--- config.mk ---
export PLATFORM = sky130hd
export DESIGN_NAME = dadda_mac_stage
export DESIGN_NICKNAME = d
export VERILOG_FILES = /design/src/rtl/dadda_pkg.sv /design/src/rtl/dadda_32.sv /design/src/rtl/dadda_mac_stage.sv
export SDC_FILE = /design/constraint.sdc
export NUM_CORES = 2
export LEC_CHECK = 0
export CELL_PAD_IN_SITES_DETAIL_PLACEMENT = 1
export CELL_PAD_IN_SITES_GLOBAL_PLACEMENT = 1
export CORE_AREA = 2 2 291 293
export DETAILED_ROUTE_END_ITERATION = 8
export DIE_AREA = 0 0 293 295
export GPL_TIMING_DRIVEN = 0
export PLACE_DENSITY_LB_ADDON = 0.1
export SLEW_MARGIN = 20
export SYNTH_ARGS = -nofsm -noshare
export SYNTH_HDL_FRONTEND = slang
export SYNTH_SLANG_ARGS = --single-unit
--- constraint.sdc ---
create_clock -name clk -period 17.34 [get_ports clk]
set_input_delay 3.468 -clock clk [delete_from_list [all_inputs] [get_ports clk]]
set_output_delay 3.468 -clock clk [all_outputs]
set_load 0.05 [all_outputs]
--- src/rtl/dadda_pkg.sv ---
// ----------------------------------------------------------------------------
// dadda_pkg
// Shared constants for the Dadda multiply-accumulate stage:
//   MUL_W      operand width of the dadda_32 multiplier
//   PROD_W     full product width
//   ACC_W_DEF  default accumulator width (must be >= PROD_W)
//   CNT_W_DEF  default beat-counter width
//   ST_*       FSM state encodings (plain 2-bit constants for legacy tools)
// ----------------------------------------------------------------------------
`timescale 1ns/1ps
package dadda_pkg;

    localparam int MUL_W     = 32;
    localparam int PROD_W    = 2 * MUL_W;
    localparam int ACC_W_DEF = 72;
    localparam int CNT_W_DEF = 8;

    localparam logic [1:0] ST_ACCUM = 2'd0;
    localparam logic [1:0] ST_DRAIN = 2'd1;
    localparam logic [1:0] ST_HOLD  = 2'd2;

endpackage

--- src/rtl/dadda_32.sv ---
// ----------------------------------------------------------------------------
// dadda_32
// Combinational 32x32 unsigned multiplier. The partial-product reduction tree
// is expressed behaviourally so synthesis can map it onto its own Dadda/
// Wallace style compressor tree.
// Ports:
//   A  in   32  unsigned multiplicand
//   B  in   32  unsigned multiplier
//   Y  out  64  full product A*B
// ----------------------------------------------------------------------------
`timescale 1ns/1ps
module dadda_32
    import dadda_pkg::*;
(
    input  logic [MUL_W-1:0]  A,
    input  logic [MUL_W-1:0]  B,
    output logic [PROD_W-1:0] Y
);

    assign Y = {{MUL_W{1'b0}}, A} * {{MUL_W{1'b0}}, B};

endmodule

--- src/rtl/dadda_mac_stage.sv ---
// ----------------------------------------------------------------------------
// dadda_mac_stage
// Sequential multiply-accumulate stage around dadda_32. Operand beats arrive on
// a valid/ready stream, pass through an operand register (S1), the multiplier,
// a product register (S2) and are summed into a wide accumulator. A burst ends
// with in_last; its sum, beat count and overflow flag are then held on a
// valid/ready output until consumed.
// Ports:
//   clk, rst_n              clock (rising edge), asynchronous active-low reset
//   in_valid/in_ready       operand beat handshake
//   in_a, in_b              unsigned operands (W bits)
//   in_last                 beat ends the burst
//   acc_clr                 synchronous clear of accumulator and pipeline
//   out_valid/out_ready     burst result handshake
//   out_acc                 accumulated sum of products (ACC_W bits)
//   out_count               beats in the burst, saturating (CNT_W bits)
//   out_ovf                 sticky accumulator carry-out flag
// Configuration macro:
//   SATURATE_EN  defined: accumulator clamps to all-ones after a carry-out.
//                undefined: accumulator wraps modulo 2^ACC_W.
// ----------------------------------------------------------------------------
`timescale 1ns/1ps
module dadda_mac_stage
    import dadda_pkg::*;
#(
    parameter int W     = MUL_W,
    parameter int ACC_W = ACC_W_DEF,
    parameter int CNT_W = CNT_W_DEF
) (
    input  logic             clk,
    input  logic             rst_n,
    input  logic             in_valid,
    output logic             in_ready,
    input  logic [W-1:0]     in_a,
    input  logic [W-1:0]     in_b,
    input  logic             in_last,
    input  logic             acc_clr,
    output logic             out_valid,
    input  logic             out_ready,
    output logic [ACC_W-1:0] out_acc,
    output logic [CNT_W-1:0] out_count,
    output logic             out_ovf
);

    logic [1:0]        state_q, state_d;
    logic              init_q, init_d;
    logic [W-1:0]      a1_q, a1_d, b1_q, b1_d;
    logic              v1_q, v1_d, last1_q, last1_d;
    logic [PROD_W-1:0] prod_w;
    logic [PROD_W-1:0] prod2_q, prod2_d;
    logic              v2_q, v2_d, last2_q, last2_d;
    logic [ACC_W-1:0]  acc_q, acc_d;
    logic [CNT_W-1:0]  count_q, count_d;
    logic              ovf_q, ovf_d;

    logic              accept;
    logic              clr_active;
    logic [ACC_W:0]    sum_ext;
    logic              carry;

    dadda_32 u_mul (
        .A (a1_q),
        .B (b1_q),
        .Y (prod_w)
    );

    // init_q keeps in_ready low for the first cycle after reset release.
    assign in_ready   = init_q && (state_q == ST_ACCUM) && !acc_clr;
    assign accept     = in_valid && in_ready;
    assign clr_active = acc_clr && (state_q != ST_HOLD);

    // One extra bit on the add exposes the carry-out for the sticky flag.
    assign sum_ext = {1'b0, acc_q} + {{(ACC_W + 1 - PROD_W){1'b0}}, prod2_q};
    assign carry   = sum_ext[ACC_W];

    assign out_valid = (state_q == ST_HOLD);
    assign out_acc   = acc_q;
    assign out_count = count_q;
    assign out_ovf   = ovf_q;

    always_comb begin
        state_d = state_q;
        init_d  = 1'b1;
        a1_d    = a1_q;
        b1_d    = b1_q;
        prod2_d = prod2_q;
        acc_d   = acc_q;
        count_d = count_q;
        ovf_d   = ovf_q;

        v1_d    = accept;
        last1_d = accept && in_last;
        if (accept) begin
            a1_d = in_a;
            b1_d = in_b;
        end

        v2_d    = v1_q;
        last2_d = v1_q && last1_q;
        if (v1_q) begin
            prod2_d = prod_w;
        end

        if (v2_q) begin
`ifdef SATURATE_EN
            // Once saturated the accumulator stays pinned until cleared.
            acc_d = (carry || ovf_q) ? {ACC_W{1'b1}} : sum_ext[ACC_W-1:0];
`else
            acc_d = sum_ext[ACC_W-1:0];
`endif
            ovf_d = ovf_q || carry;
            if (count_q != {CNT_W{1'b1}}) begin
                count_d = count_q + {{(CNT_W-1){1'b0}}, 1'b1};
            end
        end

        case (state_q)
            ST_ACCUM: if (accept && in_last) state_d = ST_DRAIN;
            ST_DRAIN: if (v2_q && last2_q)   state_d = ST_HOLD;
            ST_HOLD: begin
                if (out_ready) begin
                    acc_d   = '0;
                    count_d = '0;
                    ovf_d   = 1'b0;
                    state_d = ST_ACCUM;
                end
            end
            default: state_d = ST_ACCUM;
        endcase

        // A clear discards the partial burst including beats still in flight.
        if (clr_active) begin
            acc_d   = '0;
            count_d = '0;
            ovf_d   = 1'b0;
            v1_d    = 1'b0;
            last1_d = 1'b0;
            v2_d    = 1'b0;
            last2_d = 1'b0;
            state_d = ST_ACCUM;
        end
    end

    always_ff @(posedge clk or negedge rst_n) begin
        if (!rst_n) begin
            state_q <= ST_ACCUM;
            init_q  <= 1'b0;
            a1_q    <= '0;
            b1_q    <= '0;
            v1_q    <= 1'b0;
            last1_q <= 1'b0;
            prod2_q <= '0;
            v2_q    <= 1'b0;
            last2_q <= 1'b0;
            acc_q   <= '0;
            count_q <= '0;
            ovf_q   <= 1'b0;
        end else begin
            state_q <= state_d;
            init_q  <= init_d;
            a1_q    <= a1_d;
            b1_q    <= b1_d;
            v1_q    <= v1_d;
            last1_q <= last1_d;
            prod2_q <= prod2_d;
            v2_q    <= v2_d;
            last2_q <= last2_d;
            acc_q   <= acc_d;
            count_q <= count_d;
            ovf_q   <= ovf_d;
        end
    end

endmodule

* Yosys cells after proc, flatten, opt, wreduce, memory -nomap -nowiden *
Index checks and enable logic that the tools add are counted.
Widths: inputs -> output; s select.

storage, ports and cells
  bits in registers = 216
  input bits = 70
  output and inout bits = 83
  word-level logic and storage cells = 55

operators by class
  add/subtract/negate cells = 2
  multipliers = 1
  equality and inequality tests = 7
  muxes and demuxes = 22
  reductions and logical operators = 11

operators by type and width
  cell                 count
  $mux 72              4
  $add 72x64->73       1
  $mul 32x32->64       1
  $mux 8               5
  $add 8x1->8 const B  1
  $mux 1               8
  $mux 2               4
  $ne 8x8->1 const B   1
  $logic_and 1x1->1    7
  $pmux 2 s3           1
  $ne 3x1->1 const B   1
  $ne 3x2->1 const B   1
  $ne 3x3->1 const B   1
  $reduce_and 3->1     1
  $eq 2x1->1 const B   1
  $eq 2x2->1 const B   1
  $logic_not 2->1      1
  $ne 2x2->1 const B   1
  $logic_not 1->1      1
  $logic_or 1x1->1     1

* Longest topological paths before layout *
  word-level depth = 8
  gate-level depth with buffers = 30
  mapped depth without buffers = 28

* Cells and area by module *
A second synthesis with hierarchy kept.

second synthesis, totals
  cell total of the unflattened synthesis = 4,941
  area total of the unflattened synthesis = 46,030.4 um2

modules (own cells, without submodules)
  module           instances  cells each  area each (um2)  seq. area each (um2)
  dadda_32         1          3,703       33,418.3         0.0
  dadda_mac_stage  1          1,238       12,612.1         5,405.2

* Least setup slack after synthesis *
Ideal clock, no wire load.

  kind = input-to-output
  start point = input port acc_clr
  end point = output port in_ready
  arrival time = 5.185 ns
  slack = 8.687 ns
  stages = 1
  cell sequence = nor4b_1

between the ends
  longest elaborated chain between the ends = 2

ends and longest elaborated chain
  element             RTL line               source
  start: declaration  dadda_mac_stage.sv:37  input logic acc_clr,
  $logic_not 1->1     dadda_mac_stage.sv:68  assign in_ready = init_q && (state_q == ST_ACCUM) && !acc_clr;
  $logic_and 1x1->1   dadda_mac_stage.sv:68
  end: declaration    dadda_mac_stage.sv:33  output logic in_ready,

Every way passes these cells.

* Worst setup path in the final report *
  start point = register b1_q[12]
  end point = register prod2_q[60]

between the ends
  longest elaborated chain between the ends = 1

ends and longest elaborated chain
  element                   RTL line                source
  start: declaration        dadda_mac_stage.sv:47   logic [W-1:0] a1_q, a1_d, b1_q, b1_d;
  start signal: assignment  dadda_mac_stage.sv:149  b1_q <= '0;
  start signal: assignment  dadda_mac_stage.sv:162  b1_q <= b1_d;
  $mul 32x32->64            dadda_32.sv:20          assign Y = {{MUL_W{1'b0}}, A} * {{MUL_W{1'b0}}, B};
  end signal: assignment    dadda_mac_stage.sv:165  prod2_q <= prod2_d;
  end: declaration          dadda_mac_stage.sv:50   logic [PROD_W-1:0] prod2_q, prod2_d;

Every way passes these cells.
A chain may end at the register's enable or synchronous reset.

==> results.py <==
metrics = {
    "run_status": {
        "status": "complete, no violations",
    },
    "yosys": {
        "ys.flop_type": "dfrtp_1",
        "synth-xor-area-share_pct": 2.347,
        "synth_top_area_share_pct": 39.44,
        "synth_top_family_by_area": "adder cells",
        "ys_warn_count": 0,
        "synthMuxAreaShare_pct": 2.352,
        "synth-compound-area-share_pct": 7.205,
        "avgSynthCellArea_um2": 9.124,
        "syn-cell-area_um2": 45530,
        "ys_ff_latch": 216,
        "netlist.top_cell.by_area": "fa_1",
        "ys_seq_area_share_pct": 11.87,
        "synth_cells": 4990,
        "synth-async-reset-ratio_pct": 100.0,
        "ys_types": 97,
        "synth-simple-area-share_pct": 18.21,
        "synthAdderAreaFrac_pct": 48.45,
        "synth_nets": 6285,
        "ys_top_cells_by_area": "fa_1, dfrtp_1, ha_1, and2_1, inv_1",
        "synth_edf_count": 0,
    },
    "run": {
        "drv_cap": 0,
    },
    "timing": {
        "setup_viol": 0,
        "final-hold-violation-count": 0,
        "slew_headroom_pct": 6.519,
        "fin_skew_ps": 19.09,
        "max_freq_ghz": 0.09695,
        "tightest_slew_ps": 1402,
        "finalCriticalPeriod_ps": 10310,
        "grt_setup_unrepaired": "false",
        "fin_crit_sh_pct": 59.48,
        "tns_ps": 0,
        "maxSlewViolCount": 0,
    },
    "worst_setup_path": {
        "path_class": "reg2reg",
        "cp-startpoint": "b1_q[12]$_DFFE_PN0P_",
        "regToRegEndpoint": "prod2_q[60]$_DFFE_PN0P_",
        "crit_path_start_kind": "register",
        "arrival_ps": 10830,
        "reg2reg_from": "b1_q[12]$_DFFE_PN0P_",
        "reg2reg_depth": 23,
        "end_kind": "register",
        "ff2ff_setup_slack_ps": 7030,
        "crit_end": "prod2_q[60]$_DFFE_PN0P_",
        "cp.required_ps": 17860,
        "crit_path_max_fanout": 13,
    },
    "route": {
        "drt_iter0_markers": 3266,
        "wirelength_um": 181500,
        "ant_nets": 0,
        "dr.pass1.iters": 5,
        "routed-via-count": 38313,
        "wire_per_inst_um": 28.79,
        "viasPerCell": 6.076,
        "drcViolationCount": 0,
    },
    "floorplan": {
        "ios": 153,
        "start_util_pct": 54.75,
        "die_h_um": 295,
        "num_rows": 106,
        "die_x_um": 293,
        "core_area_um2": 83160,
        "dieArea_um2": 86440,
    },
    "cells_and_area": {
        "fin_nets": 6472,
        "area_delta_synth_final_pct": 8.975,
        "layout-drive-gt1-share_pct": 3.557,
        "fin_cells": 6306,
    },
    "cts": {
        "path_clk_slew_ps": 60,
        "clock_sinks": 216,
        "cts_setup_buffers": 0,
        "htreeDepth": 1,
        "clock_latency_ps": 640,
        "cts_root_buf": "clkbuf_16",
        "cts.path.max_buffers": 3,
        "holdBufCountCts": 0,
        "cts_tree": "yes",
        "cts_resized": 0,
        "cts-buffers-inserted": 30,
    },
    "global_routing": {
        "grt_first_pass_wirelength_um": 267900,
        "grt_pass1_vias": 41702,
        "track_usage_pct": 42.93,
        "overflow": 0,
        "grt_antenna_before_repair": 26,
        "grt_start_max_net_pins": 93,
    },
    "min_path": {
        "min_path_type": "reg2reg",
    },
    "placement": {
        "globalplace.congestion": 1.017,
        "dp_cells": 6224,
        "dpl.hpwl_um": 148400,
        "numPortBuffers": 152,
    },
}
[cells in the final DEF (no fill, tap or decap), drive strengths merged, types with 22 or more instances in the layout]
cell type / instances
fa: 897
inv: 853
nand2: 783
and2: 585
ha: 328
clkbuf: 300
dfrtp: 216
a21oi: 159
clkdlybuf4s50: 152
nor2: 141
o21ai: 94
xnor2: 82
a21o: 78
mux2: 56
mux2i: 44
xor2: 40
nand4: 39
nand3: 31
buf: 26
diode: 25
and3: 24
a31oi: 23
o21bai: 22
[worst min path at each step]
stage | start | endpoint | slack (ps) | depth (start not counted)
floorplan | last1_q$_DFF_PN0_ | last2_q$_DFF_PN0_ | 450 | 1
global placement | last1_q$_DFF_PN0_ | last2_q$_DFF_PN0_ | 460 | 1
detailed placement | out_ovf$_DFF_PN0_ | out_ovf$_DFF_PN0_ | 480 | 1
CTS | last1_q$_DFF_PN0_ | last2_q$_DFF_PN0_ | 500 | 1
global route | last1_q$_DFF_PN0_ | last2_q$_DFF_PN0_ | 520 | 1
finish | last1_q$_DFF_PN0_ | last2_q$_DFF_PN0_ | 490 | 1
[final cells by class]
cell class	instances	area, um^2
Buffer	285	1164
Tap cell	1080	1351
Clock buffer	38	800.8
Inverter	852	3198
Antenna cell	25	62.56
Clock inverter	18	257.7
Fill cell	9679	33540
Sequential cell	216	5405
Timing Repair Buffer	155	1597
Multi-Input combinational cell	3637	35780
[routing by layer]
layer,global-route usage (%),vias to the layer above,wire [um]
li1,-,15695,-
met1,53.04,20022,67630
met2,66.81,1884,82000
met3,10.43,702,16590
met4,29.79,10,15230
met5,0,-,64
[sequential cells by signal, indices dropped and copies added, names as in the netlist]
register / count
out_ovf: 1
prod2_q: 64
last2_q: 1
init_q: 1
state_q: 2
out_acc: 72
v2_q: 1
last1_q: 1
out_count: 8
b1_q: 32
v1_q: 1
a1_q: 32
[cells by family after synthesis]
kind of cell | count (synthesis)
AND/OR/NAND/NOR | 1689
AO/OA/AOI/OAI | 500
other | 1
flip-flops | 216
XOR/XNOR | 122
buffers and inverters | 1137
adder cells (fa/ha/maj) | 1225
multiplexers | 100
[stage by stage]
step	area (um^2)	hold WS, ps	setup WS (ps)	utilization (%)
6_report	49620	492.6	7025	59.67
2_1_floorplan	45530	451.3	8687	-
3_5_place_dp	48470	479.4	7604	58.28
3_3_place_gp	48400	457.5	2832	58.21
5_1_grt	49570	523.3	7108	59.61
4_1_cts	49520	495.8	7590	59.55
[cell usage after synthesis, drive strengths merged (9+ instances only)]
cell type	instances
fa	897
ha	328
clkbuf	262
nand2b	13
a211oi	13
mux2	56
xnor2	82
o21ai	94
nor3	21
nand3	31
xor2	40
a21o	78
nor2	141
nand4	39
buf	22
a21oi	159
and3	24
o21a	17
inv	852
nand2	783
and2	585
mux2i	44
o31ai	9
o21bai	22
a31oi	23
or3	12
dfrtp	216
[worst max-delay path: stages (launching register included)]
cell      delay, ps
dfrtp_1         750
clkbuf_1       1080
and2_1          290
fa_1            430
inv_1            90
fa_1            460
fa_1            480
fa_1            550
inv_1            60
fa_1            640
fa_1            470
fa_1            550
fa_1            430
ha_1            280
clkbuf_1        290
nand4_1         240
or2_0           400
or3_1           390
a211oi_1        920
o211ai_1        350
a21oi_1         400
a221oi_1        170
xnor2_1         170
mux2_2          280
Power is left out: the tool's default activity adds up to more than one toggle a clock period on the data nets, which glitch-free logic cannot reach.
==> RTL edit: new RTL, config.mk and constraints unchanged <==
Reset style: synchronous (`rst_n`), changed in one clocked block. Comments in the files are not updated.
--- a/src/rtl/dadda_mac_stage.sv
+++ b/src/rtl/dadda_mac_stage.sv
@@ -143,3 +143,3 @@
 
-    always_ff @(posedge clk or negedge rst_n) begin
+    always_ff @(posedge clk) begin
         if (!rst_n) begin
Formal check against the unedited RTL: differs if rst_n is asserted again (counterexample within 4 cycles, from zero or initial values and one cycle with rst_n low); with rst_n held inactive, the same outputs for 4 cycles.
==> RTL edit against the unedited design <==
  * Synthesized area down 2.2%
  * Via count up 1.1%
  * Clock skew up 44 ps
  * Sequential cell count unchanged
  * Core utilization down 1.3 points
  * Final area down 2.2%
  * Setup slack better by 310 ps
  * Fmax up 3.1%
  * Wire length up 1.6%
Power is left out: it rests on default switching activity, and per cell area and clock period it moved more than threefold.
==> RTL edit: results (changes against the unedited design) <==
synth cell count leaders 897 x fa_1, 854 x inv_1, 720 x nand2_1; CP max FO 10 (-3); layout filler cell count 9812 (+1.4%); post-synthesis cell count 5069 (+1.6%); sequential share of the synthesized area 9.71% (-2.2 points); Synth cell types 75 (-23%); Worst Skew 63.4 ps (+44.3 ps); Critical Path Max Stage Delay 980 ps (-100 ps); initial antenna violation count 31 (+19%); Final Wtd Congestion 1.02 (-0.18%); Clock Latency Late Sink 660 ps (+20 ps); vias 38700 (+1.1%); Area after DPL 0.0474 mm2 (-2.1%); first-pass GRT wire length 270000 um (+0.76%); largest net degree at the start of global routing 15 (-84%); post-placement cell count 6302 (+1.3%); top_reg_cell synth dfxtp_1; Slew @ Worst Pin 1290 ps (-109 ps); vias in the first global route 41800 (+0.23%); DP Wirelength 149000 um (+0.51%); Routed WL 184000 um (+1.6%); final net count 6549 (+1.2%); Initial DRC Count 3619 (+11%); outcome completed; Worst EP arrival 10470 ps (-360 ps); Async SR Flop Fraction 0% (-100 points); ranking of synthesized cells by area fa_1 40%, dfxtp_1 9.7%, ha_1 9.2%, and2_1 8.1%, inv_1 7.2%; area of the multi-input gates 0.0359 mm2 (+0.21%); WL/cell 28.9 um (+0.55%); R2R Setup Slk 7330 ps (+310 ps); First-pass DRT Iterations 7 (+2); syn_nets 6364 (+1.3%)
-- RTL edit: layer usage --
metal,wire [um],vias to the layer above,GRT usage (%)
met3,19300,692,10.8
met4,15200,12,29.3
met5,73,-,0
li1,-,16000,-
met2,80000,2162,65.5
met1,69900,19900,54.9
-- RTL edit: cell type report --
type | instances | share of cell area [%]
antenna | 13 | 0.0670
buffer | 304 | 2.42
clock buffer | 41 | 1.80
clock inverter | 15 | 0.351
inverter | 854 | 6.61
multi-input combinational | 3695 | 73.9
sequential | 216 | 8.91
tap | 1080 | 2.79
timing repair buffer | 153 | 3.16
-- RTL edit: cells by family after synthesis --
family                   share of synthesized area (%)
AND/OR/NAND/NOR                                   18.7
adder cells (fa/ha/maj)                           49.5
buffers and inverters                             9.80
AO/OA/AOI/OAI                                     8.13
flip-flops                                        9.71
XOR/XNOR                                          2.18
multiplexers                                      1.93
-- RTL edit: through the flow --
stage / hold slack [ps] / setup WS, ps
2_1_floorplan: 429 / 8640
3_3_place_gp: 441 / 7360
3_5_place_dp: 455 / 7680
4_1_cts: 469 / 7650
5_1_grt: 473 / 7200
6_report: 461 / 7330
-- RTL edit: worst paths after layout --
check	start	endpoint	cells past startpoint
worst max register to register	b1_q[6]$_SDFFE_PN0P_	prod2_q[55]$_SDFFE_PN0P_	26
worst min-delay path	prod2_q[55]$_SDFFE_PN0P_	prod2_q[55]$_SDFFE_PN0P_	2
worst min register to register	prod2_q[55]$_SDFFE_PN0P_	prod2_q[55]$_SDFFE_PN0P_	2
worst max-delay path	b1_q[6]$_SDFFE_PN0P_	prod2_q[55]$_SDFFE_PN0P_	26
-- RTL edit: worst register-to-register path, stage by stage (launching register included) --
cell       delay (ps)
dfxtp_1           820
clkbuf_1          990
and2_1            280
fa_1              470
fa_1              510
fa_1              520
inv_1              50
fa_1              470
inv_1              50
fa_1              500
inv_1              60
fa_1              530
inv_1              50
fa_1              480
fa_1              660
ha_1              290
clkbuf_1          220
o21ai_0           130
nor2_1             70
nor4b_1           760
a2111oi_2         290
o31ai_1           590
a21oi_1           270
nand2b_1          260
a21oi_1           210
xor2_1            200
o21ai_0            90
